## src/rtl/mem_port_arbiter_if.sv

```systemverilog
// mem_port_arbiter_if: fetch, load/store and memory-macro signals of the shared memory port
interface mem_port_arbiter_if #(
    parameter int AW = 16,
    parameter int DW = 16
);
    logic          if_req;
    logic [AW-1:0] if_addr;
    logic          if_gnt;
    logic          if_stall;
    logic          if_rvalid;
    logic [DW-1:0] if_rdata;
    logic          d_req;
    logic          d_we;
    logic [AW-1:0] d_addr;
    logic [DW-1:0] d_wdata;
    logic          d_gnt;
    logic          d_stall;
    logic          d_rvalid;
    logic [DW-1:0] d_rdata;
    logic          mem_en;
    logic          mem_we;
    logic [AW-1:0] mem_addr;
    logic [DW-1:0] mem_wdata;
    logic [DW-1:0] mem_rdata;

    modport master (
        output if_req, if_addr, d_req, d_we, d_addr, d_wdata, mem_rdata,
        input  if_gnt, if_stall, if_rvalid, if_rdata,
        input  d_gnt, d_stall, d_rvalid, d_rdata,
        input  mem_en, mem_we, mem_addr, mem_wdata
    );

    modport slave (
        input  if_req, if_addr, d_req, d_we, d_addr, d_wdata, mem_rdata,
        output if_gnt, if_stall, if_rvalid, if_rdata,
        output d_gnt, d_stall, d_rvalid, d_rdata,
        output mem_en, mem_we, mem_addr, mem_wdata
    );
endinterface

```

## src/rtl/mem_port_arbiter.sv

```systemverilog
// mem_port_arbiter: shares one single-port memory between fetch and load/store, data first with
// a bounded-starvation override for fetch, and routes 1-cycle read data back to its requester.
module mem_port_arbiter #(
    parameter int AW         = 16,
    parameter int DW         = 16,
    parameter int STARVE_MAX = 4
) (
    input logic             clk,
    input logic             rst,
    mem_port_arbiter_if.slave bus
);
    typedef enum logic [1:0] {OWN_NONE, OWN_IF, OWN_DATA} owner_t;

    owner_t        r_owner;
    logic [3:0]    r_streak;
    logic          w_if_gnt;
    logic          w_d_gnt;
    logic [AW-1:0] w_addr;
    logic [DW-1:0] w_rdata;

    // Data wins unless fetch has already lost STARVE_MAX conflicts in a row
    always_comb begin
        w_d_gnt  = ~rst & bus.d_req & (~bus.if_req | (r_streak < 4'(STARVE_MAX)));
        w_if_gnt = ~rst & bus.if_req & ~w_d_gnt;
        w_addr   = w_d_gnt ? bus.d_addr : bus.if_addr;
        w_rdata  = bus.mem_rdata;
    end

    always_ff @(posedge clk or posedge rst) begin
        if (rst) begin
            r_streak <= 4'd0;
            r_owner  <= OWN_NONE;
        end else begin
            r_streak <= (w_if_gnt | ~bus.if_req) ? 4'd0 :
                        (w_d_gnt && r_streak != 4'hF) ? r_streak + 4'd1 : r_streak;
            r_owner  <= w_if_gnt ? OWN_IF : (w_d_gnt & ~bus.d_we) ? OWN_DATA : OWN_NONE;
        end
    end

    assign bus.if_gnt    = w_if_gnt;
    assign bus.d_gnt     = w_d_gnt;
    assign bus.if_stall  = bus.if_req & ~w_if_gnt;
    assign bus.d_stall   = bus.d_req & ~w_d_gnt;
    assign bus.mem_en    = w_if_gnt | w_d_gnt;
    assign bus.mem_we    = w_d_gnt & bus.d_we;
    assign bus.mem_addr  = w_addr;
    assign bus.mem_wdata = bus.d_wdata;
    assign bus.if_rvalid = (r_owner == OWN_IF);
    assign bus.d_rvalid  = (r_owner == OWN_DATA);
    assign bus.if_rdata  = w_rdata;
    assign bus.d_rdata   = w_rdata;
endmodule
```

## src/flat_wrapper.sv

```systemverilog
// flat-port wrapper written by rule: the top's interface ports become plain ports
module mem_port_arbiter_flat 
#(
    parameter int AW         = 16,
    parameter int DW         = 16,
    parameter int STARVE_MAX = 4
)
  (clk, rst, bus_if_req, bus_if_addr, bus_d_req, bus_d_we, bus_d_addr, bus_d_wdata, bus_mem_rdata, bus_if_gnt, bus_if_stall, bus_if_rvalid, bus_if_rdata, bus_d_gnt, bus_d_stall, bus_d_rvalid, bus_d_rdata, bus_mem_en, bus_mem_we, bus_mem_addr, bus_mem_wdata);
  mem_port_arbiter_if #(.AW(AW), .DW(DW)) bus_i ();
  input logic clk;
  input logic rst;
  input wire logic [$bits(bus_i.if_req)-1:0] bus_if_req;
  input wire logic [$bits(bus_i.if_addr)-1:0] bus_if_addr;
  input wire logic [$bits(bus_i.d_req)-1:0] bus_d_req;
  input wire logic [$bits(bus_i.d_we)-1:0] bus_d_we;
  input wire logic [$bits(bus_i.d_addr)-1:0] bus_d_addr;
  input wire logic [$bits(bus_i.d_wdata)-1:0] bus_d_wdata;
  input wire logic [$bits(bus_i.mem_rdata)-1:0] bus_mem_rdata;
  output wire logic [$bits(bus_i.if_gnt)-1:0] bus_if_gnt;
  output wire logic [$bits(bus_i.if_stall)-1:0] bus_if_stall;
  output wire logic [$bits(bus_i.if_rvalid)-1:0] bus_if_rvalid;
  output wire logic [$bits(bus_i.if_rdata)-1:0] bus_if_rdata;
  output wire logic [$bits(bus_i.d_gnt)-1:0] bus_d_gnt;
  output wire logic [$bits(bus_i.d_stall)-1:0] bus_d_stall;
  output wire logic [$bits(bus_i.d_rvalid)-1:0] bus_d_rvalid;
  output wire logic [$bits(bus_i.d_rdata)-1:0] bus_d_rdata;
  output wire logic [$bits(bus_i.mem_en)-1:0] bus_mem_en;
  output wire logic [$bits(bus_i.mem_we)-1:0] bus_mem_we;
  output wire logic [$bits(bus_i.mem_addr)-1:0] bus_mem_addr;
  output wire logic [$bits(bus_i.mem_wdata)-1:0] bus_mem_wdata;
  assign bus_i.if_req = bus_if_req;
  assign bus_i.if_addr = bus_if_addr;
  assign bus_i.d_req = bus_d_req;
  assign bus_i.d_we = bus_d_we;
  assign bus_i.d_addr = bus_d_addr;
  assign bus_i.d_wdata = bus_d_wdata;
  assign bus_i.mem_rdata = bus_mem_rdata;
  assign bus_if_gnt = bus_i.if_gnt;
  assign bus_if_stall = bus_i.if_stall;
  assign bus_if_rvalid = bus_i.if_rvalid;
  assign bus_if_rdata = bus_i.if_rdata;
  assign bus_d_gnt = bus_i.d_gnt;
  assign bus_d_stall = bus_i.d_stall;
  assign bus_d_rvalid = bus_i.d_rvalid;
  assign bus_d_rdata = bus_i.d_rdata;
  assign bus_mem_en = bus_i.mem_en;
  assign bus_mem_we = bus_i.mem_we;
  assign bus_mem_addr = bus_i.mem_addr;
  assign bus_mem_wdata = bus_i.mem_wdata;
  mem_port_arbiter #(.AW(AW), .DW(DW), .STARVE_MAX(STARVE_MAX)) u_core (.clk(clk), .rst(rst), .bus(bus_i));
endmodule
```

## config.mk

```make
export PLATFORM = sky130hd
export DESIGN_NAME = mem_port_arbiter_flat
export DESIGN_NICKNAME = d
export VERILOG_FILES = /design/src/rtl/mem_port_arbiter_if.sv /design/src/rtl/mem_port_arbiter.sv /design/src/flat_wrapper.sv
export SDC_FILE = /design/constraint.sdc
export NUM_CORES = 1
export LEC_CHECK = 0
export CORE_AREA = 4 4 54 92
export DETAILED_ROUTE_END_ITERATION = 8
export DIE_AREA = 0 0 58 96
export MAX_ROUTING_LAYER = met4
export PLACE_DENSITY = 0.76
export SETUP_SLACK_MARGIN = 0.4
export SLEW_MARGIN = 10
export SYNTH_ARGS = -nofsm -noshare
export SYNTH_HDL_FRONTEND = slang
export SYNTH_SLANG_ARGS = --single-unit
export TNS_END_PERCENT = 30
```

## constraint.sdc

```tcl
create_clock -name clk -period 1.7 [get_ports clk]
set_input_delay 0.34 -clock clk [delete_from_list [all_inputs] [get_ports clk]]
set_output_delay 0.34 -clock clk [all_outputs]
set_load 0.02 [all_outputs]
```

# [Word level (Yosys, flattened, before mapping)]
# Cells that the tools add are included.
# W data, S select, Z words.
[word_totals] register_bits=6 in_bits=69 out_inout_bits=72 word_cells=30
[op_classes] n_addsub=1 n_lt_le_gt_ge=1 eq_ne=3 mux=5 bitwise=16 reduce_logical=2
[ops] op="$mux W16" n=1
[ops] op="$and A1 B1 Y1" n=8
[ops] op="$mux W4" n=2
[ops] op="$not A1 Y1" n=5
[ops] op="$add A4 B1 Y4 const B" n=1
[ops] op="$lt A4 B3 Y1 const B" n=1
[ops] op="$mux W2" n=2
[ops] op="$ne A4 B4 Y1 const B" n=1
[ops] op="$or A1 B1 Y1" n=3
[ops] op="$eq A2 B1 Y1 const B" n=1
[ops] op="$eq A2 B2 Y1 const B" n=1
[ops] op="$reduce_bool A2 Y1" n=1
[ops] op="$logic_and A1 B1 Y1" n=1

# [Depth between registers and ports, before layout]
# Gate-level depths: netlist (run 1).
[logic_depth] word_depth=7 mapped_depth=4 depth_no_buf=4

# [Worst setup path before layout (run 1)]
# OpenSTA, ideal clock, no wires.
[synth_timing] path_type="register to output" from="reg u_core.r_streak[2]" to="out bus_mem_addr[10]" arrival_time_ps=1264 required_ps=1360 path_slack_ps=96 path_stages_with_launch=5 n_path_buf=1 cell_sequence="dfrtp_1 > o21ai_1 > nand2_1 > buf_4 > mux2_1"
[synth_via] elab_chain_cells=4
[synth_lines] item="start: declaration" line="mem_port_arbiter.sv:15" rtl="logic [3:0] r_streak;"
[synth_lines] item="start signal: assignment" line="mem_port_arbiter.sv:34" rtl="r_streak <= (w_if_gnt | ~bus.if_req) ? 4'd0 :"
[synth_lines] item="$lt A4 B3 Y1" line="mem_port_arbiter.sv:23" rtl="w_d_gnt = ~rst & bus.d_req & (~bus.if_req | (r_streak < 4'(STARVE_MAX)));"
[synth_lines] item="$or A1 B1 Y1" line="mem_port_arbiter.sv:23"
[synth_lines] item="$and A1 B1 Y1" line="mem_port_arbiter.sv:23"
[synth_lines] item="$mux W16" line="mem_port_arbiter.sv:25" rtl="w_addr = w_d_gnt ? bus.d_addr : bus.if_addr;"
[synth_lines] item="end: declaration" line="flat_wrapper.sv:29" rtl="output wire logic [$bits(bus_i.mem_addr)-1:0] bus_mem_addr;"
# No other way between the ends.

# [Worst setup path after layout (run 1)]
[layout_timing] from="reg u_core.r_streak[2]" to="out bus_mem_addr[15]"
# Same word-level chain as after synthesis.

==> results.md, run 1 <==
* Final instance area at 1600 µm²
* # hold bufs at CTS at 0
* Final wirelength at 3060 µm
* Synthesized Nets at 173
* Worst-path fanout max at 6
* Worst-path clk slew at 0.04 ns
* Mapped cell area at 888 µm²
* Worst Max-Slew Pin Slew at just over 0.2 ns
* Number of synthesized flops with an enable pin at 0
* Seq pwr share at about a fifth
* Setup ws final at -0.410 ns
* Max frequency at 0.474 GHz
* # clock sinks at 6
* Reg2reg setup slack at 0.25 ns
* Met1 WL at 810 µm
* Initial Util at 21.2%
* Commonest non-fill, non-tap cell in the layout: clkdlybuf4s50_1
* Met3 wire len at 367 µm
* Placeable Area at ~4200 µm²
* First-pass GRT wire length at 4330 µm
* Routed Antenna Nets at 0
* Net count, final at roughly 210
* Critical Path Source Type: flip-flop
* Pleak at around 0.74 nW
* Async S/R FF share, synth at 100%
* Final setup fails at 20
* CP Capture Type: output port
* Layout cells sized above 1 at 57.1%
* Most frequent cells in the layout: clkdlybuf4s50_1 (33), buf_6 (26), buf_4 (12), mux2_2 (10)
* Row count at 31
* Detailed router's first-iteration violation count at 16
* Tot GR Track Use at 11.1%
* Port bufs at 60
* Largest net degree at the start of global routing at 7
* Diodes inserted at 0
* Place WS at -0.813 ns
* Vias per cell at about 4.3
* Reg2reg start: u_core.r_streak[2]
* DRC Markers at 0
* Fillers at around 410
* GPL Wtd Cong at between 0.8 and 0.9
* Vias in the first global route at 941
* Clock latency on the worst-skew pair at approximately 0.23 ns
* Status: finished with violations
* Power Dens Cells at 470 nW/µm²
* Area Growth Syn to Fin at 80.3%
* Wire per inst at 16.2 µm
* Final core occ at a little under two fifths
* Switching power share of the total at 28.8%
* Maxcap violations at 0
* Die height at between 90 and 100 µm
* Max_slew headroom at a little under nine tenths
* Die width at 58 µm
* Failing checks: setup timing
* Total Power at 0.000753 W
* Yosys reg bits at 6
* Worst Path Required at 1.36 ns
* Initial antenna violation count at 0
* CTS Buffer Depth at 2
* Ys flop type: dfrtp_1
* HP Class: in2async
* GRT overflow at 0
* Maximum VDD drop at 318 µV
* Internal power at approximately 0.00054 W
* Syn avg cell area at 8.62 µm²
* I/O pin total at 141
* Area of the die at about 5600 µm²
* CTS tree: built
* WP data arrival at 1.77 ns
* Clock period minus final worst setup slack at 2.11 ns
* Clock Power Share at 29.8%
* Period utilisation layout at 124%
* Vias at 822
* Cell count of the worst reg-to-reg path at 4
* Final Slew Violations at 0
* First-pass DRT Iterations at 2
* Final Hold Fails at 0
* H-tree Lvls at 1
* TritonCTS Buffers at 3
* Placed cell areas at 1290 µm²
* P_sw at 0.000217 W
* Highest routed layer: met4
* RSZ-0062 raised after global routing: true
* Combinational Power Share at 50.3%
* Clock Skew at 0.00189 ns
* Met2 WL at 1520 µm
* CTS Root Cell: clkbuf_8
* Critical path class: reg2out
* Library cells used by synthesis at 22
* Ys Warns at 0
* Seq/Total Area, Yosys at 16.9%
* Post-DP HPWL at 2210 µm
* Post-synthesis instance total at 103
* R2R Path End: u_core.r_streak[0]
[through the flow]
step / hold WS (ns) / instances / TNS (ns)
finish: 0.356 / 189 / -5.82
global route: 0.389 / 189 / -6.17
CTS: 0.372 / 189 / -4.80
detailed placement: 0.557 / 175 / -16.24
global placement: 0.533 / 175 / -15.76
floorplan: 0.136 / 103 / 0
[registers in the layout, summed over array words and instances, names as in the netlist]
register         count
u_core.r_streak      4
u_core.r_owner       2
[cell type report]
type	count	area, µm²	share of cell area, %
inverters	4	15.0	0.937
well taps	49	61.3	3.83
repair buffers	84	893	55.8
clock buffers	3	41.3	2.58
multi-input cells	43	440	27.5
flip-flops and latches	6	150	9.37
[power by group through the flow]
stage                     Clock [W]  Combinational, W  Sequential, W
final                      0.000224          0.000379       0.000150
after global routing       0.000236          0.000399       0.000150
after CTS                  0.000225          0.000360       0.000150
after detailed placement          0          0.000309       0.000152
after global placement            0          0.000306       0.000151
after floorplan                   0          0.000283       0.000151
[synth_stat cells (2+ instances only)]
library cell  number  area share [%]
o21ai_1            2             1.1
nor2_1             4             1.7
a21oi_1            3             1.7
mux2_1            16              20
buf_4             50              42
o31ai_1            2             1.7
and3_1             3             2.1
inv_1              3             1.3
dfrtp_1            6              17
nor2b_1            2             1.4
[logic make-up (layout without fill, tap and decap cells)]
logic type                 count (synthesis)  in the layout  synth area share [%]
buffers and inverters                     54             91                  43.9
and+or+nand+nor                           18             18                  12.1
muxes                                     16             16                  20.3
AOI/OAI and AO/OA                          8              8                  5.35
DFF                                        6              6                  16.9
adders and majority gates                  1              1                  1.41
[worst max path at each step]
stage,startpoint,end,slack (ns),cells past startpoint
after floorplan,rst,bus_mem_addr[10],0.21,4
after global placement,rst,bus_mem_addr[5],-0.78,6
after detailed placement,rst,bus_mem_addr[3],-0.81,6
after CTS,u_core.r_streak[3],bus_mem_addr[15],-0.35,7
after global routing,u_core.r_streak[2],bus_mem_addr[15],-0.42,7
final,u_core.r_streak[2],bus_mem_addr[15],-0.41,7
[metal layers]
metal  GRT usage [%]  vias to the layer above
li1                -                      369
met1            8.23                      350
met2            19.2                       54
met3            2.15                       49
met4            14.3                        0
met5               -                        -
[what timing repair did]
action,CTS,global route
gates cloned,2,0
gates resized for setup,154,21
hold endpoints to repair,0,0
buffers inserted,9,0
pin swaps,6,9
setup endpoints to repair,29,26
[critical path, stage by stage (launching register included)]
cell	delay, ns
dfrtp_1	0.39
o21ai_2	0.23
nand2_4	0.10
buf_12	0.13
buf_16	0.13
buf_8	0.12
mux2_4	0.29
buf_6	0.13
(Power assumes the default switching activity.)
==> run 2, diff against run 1 <==
PLACE_DENSITY = 0.78   (was 0.76)
==> results.md, run 2 (synthesis gave the netlist of run 1 again) <==
* Port bufs at 60
* Die height at between 90 and 100 µm
* Maxcap violations at 0
* Vias at 826
* Top flop regs: u_core.r_streak: 4 flops, u_core.r_owner: 2 flops
* Final Hold Fails at 0
* Clock Power Share at 30.7%
* TritonCTS Buffers at 3
* CTS tree: built
* HP Class: in2async
* Post-DP HPWL at 2120 µm
* Worst Max-Slew Pin Slew at 0.248 ns
* CP Capture Type: output port
* Maximum VDD drop at around 330 µV
* CTS Buffer Depth at 2
* Multi-input gate area at 408 µm²
* Routed Antenna Nets at 0
* Reg2reg start: u_core.r_streak[2]
* Clock latency on the worst-skew pair at 0.23 ns
* Fillers at 415
* Reg2reg setup slack at 0.21 ns
* Pleak at 0.692 nW
* Max FFs per register at 4
* Worst Path Required at 1.36 ns
* Placed cells at 172
* Max_slew headroom at 83.3%
* Combinational Power Share at ~49%
* Detailed router's first-iteration violation count at 5
* Commonest non-fill, non-tap cell in the layout: clkdlybuf4s50_1
* P_sw at 0.000212 W
* Setup ws final at -0.363 ns
* GRT overflow at 0
* Hold_ws at around 0.13 ns
* R2R Path End: u_core.r_streak[0]
* Largest net degree at the start of global routing at 7
* GPL Wtd Cong at 0.810
* Cell count of the worst reg-to-reg path at 4
* Final Slew Violations at 0
* WP data arrival at 1.72 ns
* Diodes inserted at 0
* Tot GR Track Use at a little under an eighth
* Critical Path Source Type: flip-flop
* Most frequent cells in the layout: clkdlybuf4s50_1 (33), buf_6 (22), mux2_2 (14), buf_4 (11)
* # hold bufs at CTS at 0
* H-tree Lvls at 1
* Net count, final at 207
* DRC Markers at 0
* Max frequency at 0.485 GHz
* Failing checks: setup timing
* Area Growth Syn to Fin at 69.9%
* Initial antenna violation count at 0
* Internal power at 0.000522 W
* Clock period minus final worst setup slack at 2.06 ns
* # clock sinks at 6
* I/O pin total at 141
* Biggest register: u_core.r_streak
* Layout Cells excl Fill at 184
* Layout cells sized above 1 at a little under three fifths
* Worst-path clk slew at 0.04 ns
* Period utilisation layout at 121%
* Initial Util at 21.2%
* Status: finished with violations
* Switching power share of the total at between 20% and 30%
* Clock Skew at 0.00259 ns
* Power Dens Cells at around 500 nW/µm²
* CTS Root Cell: clkbuf_8
* First-pass GRT wire length at between 4000 and 5000 µm
* Area of the die at 5570 µm²
* First-pass DRT Iterations at 2
* Vias per cell at 4.49
* Final wirelength at 3010 µm
* Seq pwr share at 20.4%
* Vias in the first global route at 1,025
* Critical path class: reg2out
* Placeable Area at 4190 µm²
* Wire per inst at 16.4 µm
* Final setup fails at 19
* Worst-path fanout max at 5
* Register area at 150 µm²
* Row count at 31
* Die width at 58 µm
* RSZ-0062 raised after global routing: true
==> run 2: layout make-up <==
type	instances	share of cell area, %
Clock buffer	3	2.74
Inverter	4	0.995
Timing Repair Buffer	79	55.2
Multi-Input combinational cell	43	27.0
Sequential cell	6	9.95
Tap cell	49	4.06
==> run 2: timing repair <==
action                     4_1_cts  5_1_grt
cloned                           3        0
setup buffers                    5        1
pin swaps                        7        6
resized for setup              153        9
setup endpoints to repair       30       25
==> run 2: per-stage QoR <==
stage / utilization [%] / cell area, µm² / setup slack (ns) / TNS (ns) / power (W)
floorplan: - / 892 / 0.207 / 0 / 0.000434
global placement: 30.2 / 1270 / -0.881 / -17.59 / 0.000453
detailed placement: 30.2 / 1270 / -0.909 / -18.21 / 0.000455
CTS: 35.0 / 1470 / -0.319 / -4.30 / 0.000729
global route: 36.0 / 1510 / -0.395 / -5.57 / 0.000764
finish: 36.0 / 1510 / -0.363 / -4.97 / 0.000734
==> run 2: how the worst max path moves through the flow <==
stage,startpoint,endpoint,slack (ns),depth (start not counted)
detailed placement,rst,bus_mem_addr[10],-0.91,6
CTS,u_core.r_streak[3],bus_mem_addr[13],-0.32,7
global placement,rst,bus_mem_addr[10],-0.88,6
floorplan,rst,bus_mem_addr[10],0.21,4
global route,u_core.r_streak[2],bus_mem_addr[13],-0.39,7
finish,u_core.r_streak[2],bus_mem_addr[13],-0.36,7
==> run 2: power groups by stage <==
stage | clock network [W] | registers [W] | logic [W]
after floorplan | 0 | 0.000151 | 0.000283
after global placement | 0 | 0.000151 | 0.000302
after detailed placement | 0 | 0.000151 | 0.000304
after CTS | 0.000227 | 0.000149 | 0.000352
after global routing | 0.000235 | 0.000150 | 0.000380
final | 0.000225 | 0.000150 | 0.000358
==> run 2: metal layers <==
metal	share of wire [%]	GRT usage (%)	vias to the layer above	routed length, µm
met1	26	8.39	358	771
li1	-	-	357	-
met2	48	19.7	63	1450
met5	0	-	-	0
met4	13	14.3	0	388
met3	13	2.42	48	400
==> run 2: critical path: stages, from the launching register on <==
cell,delay [ns]
dfrtp_1,0.39
o21ai_2,0.22
nand2_4,0.08
buf_6,0.14
buf_12,0.12
buf_16,0.12
mux2_2,0.28
buf_6,0.13
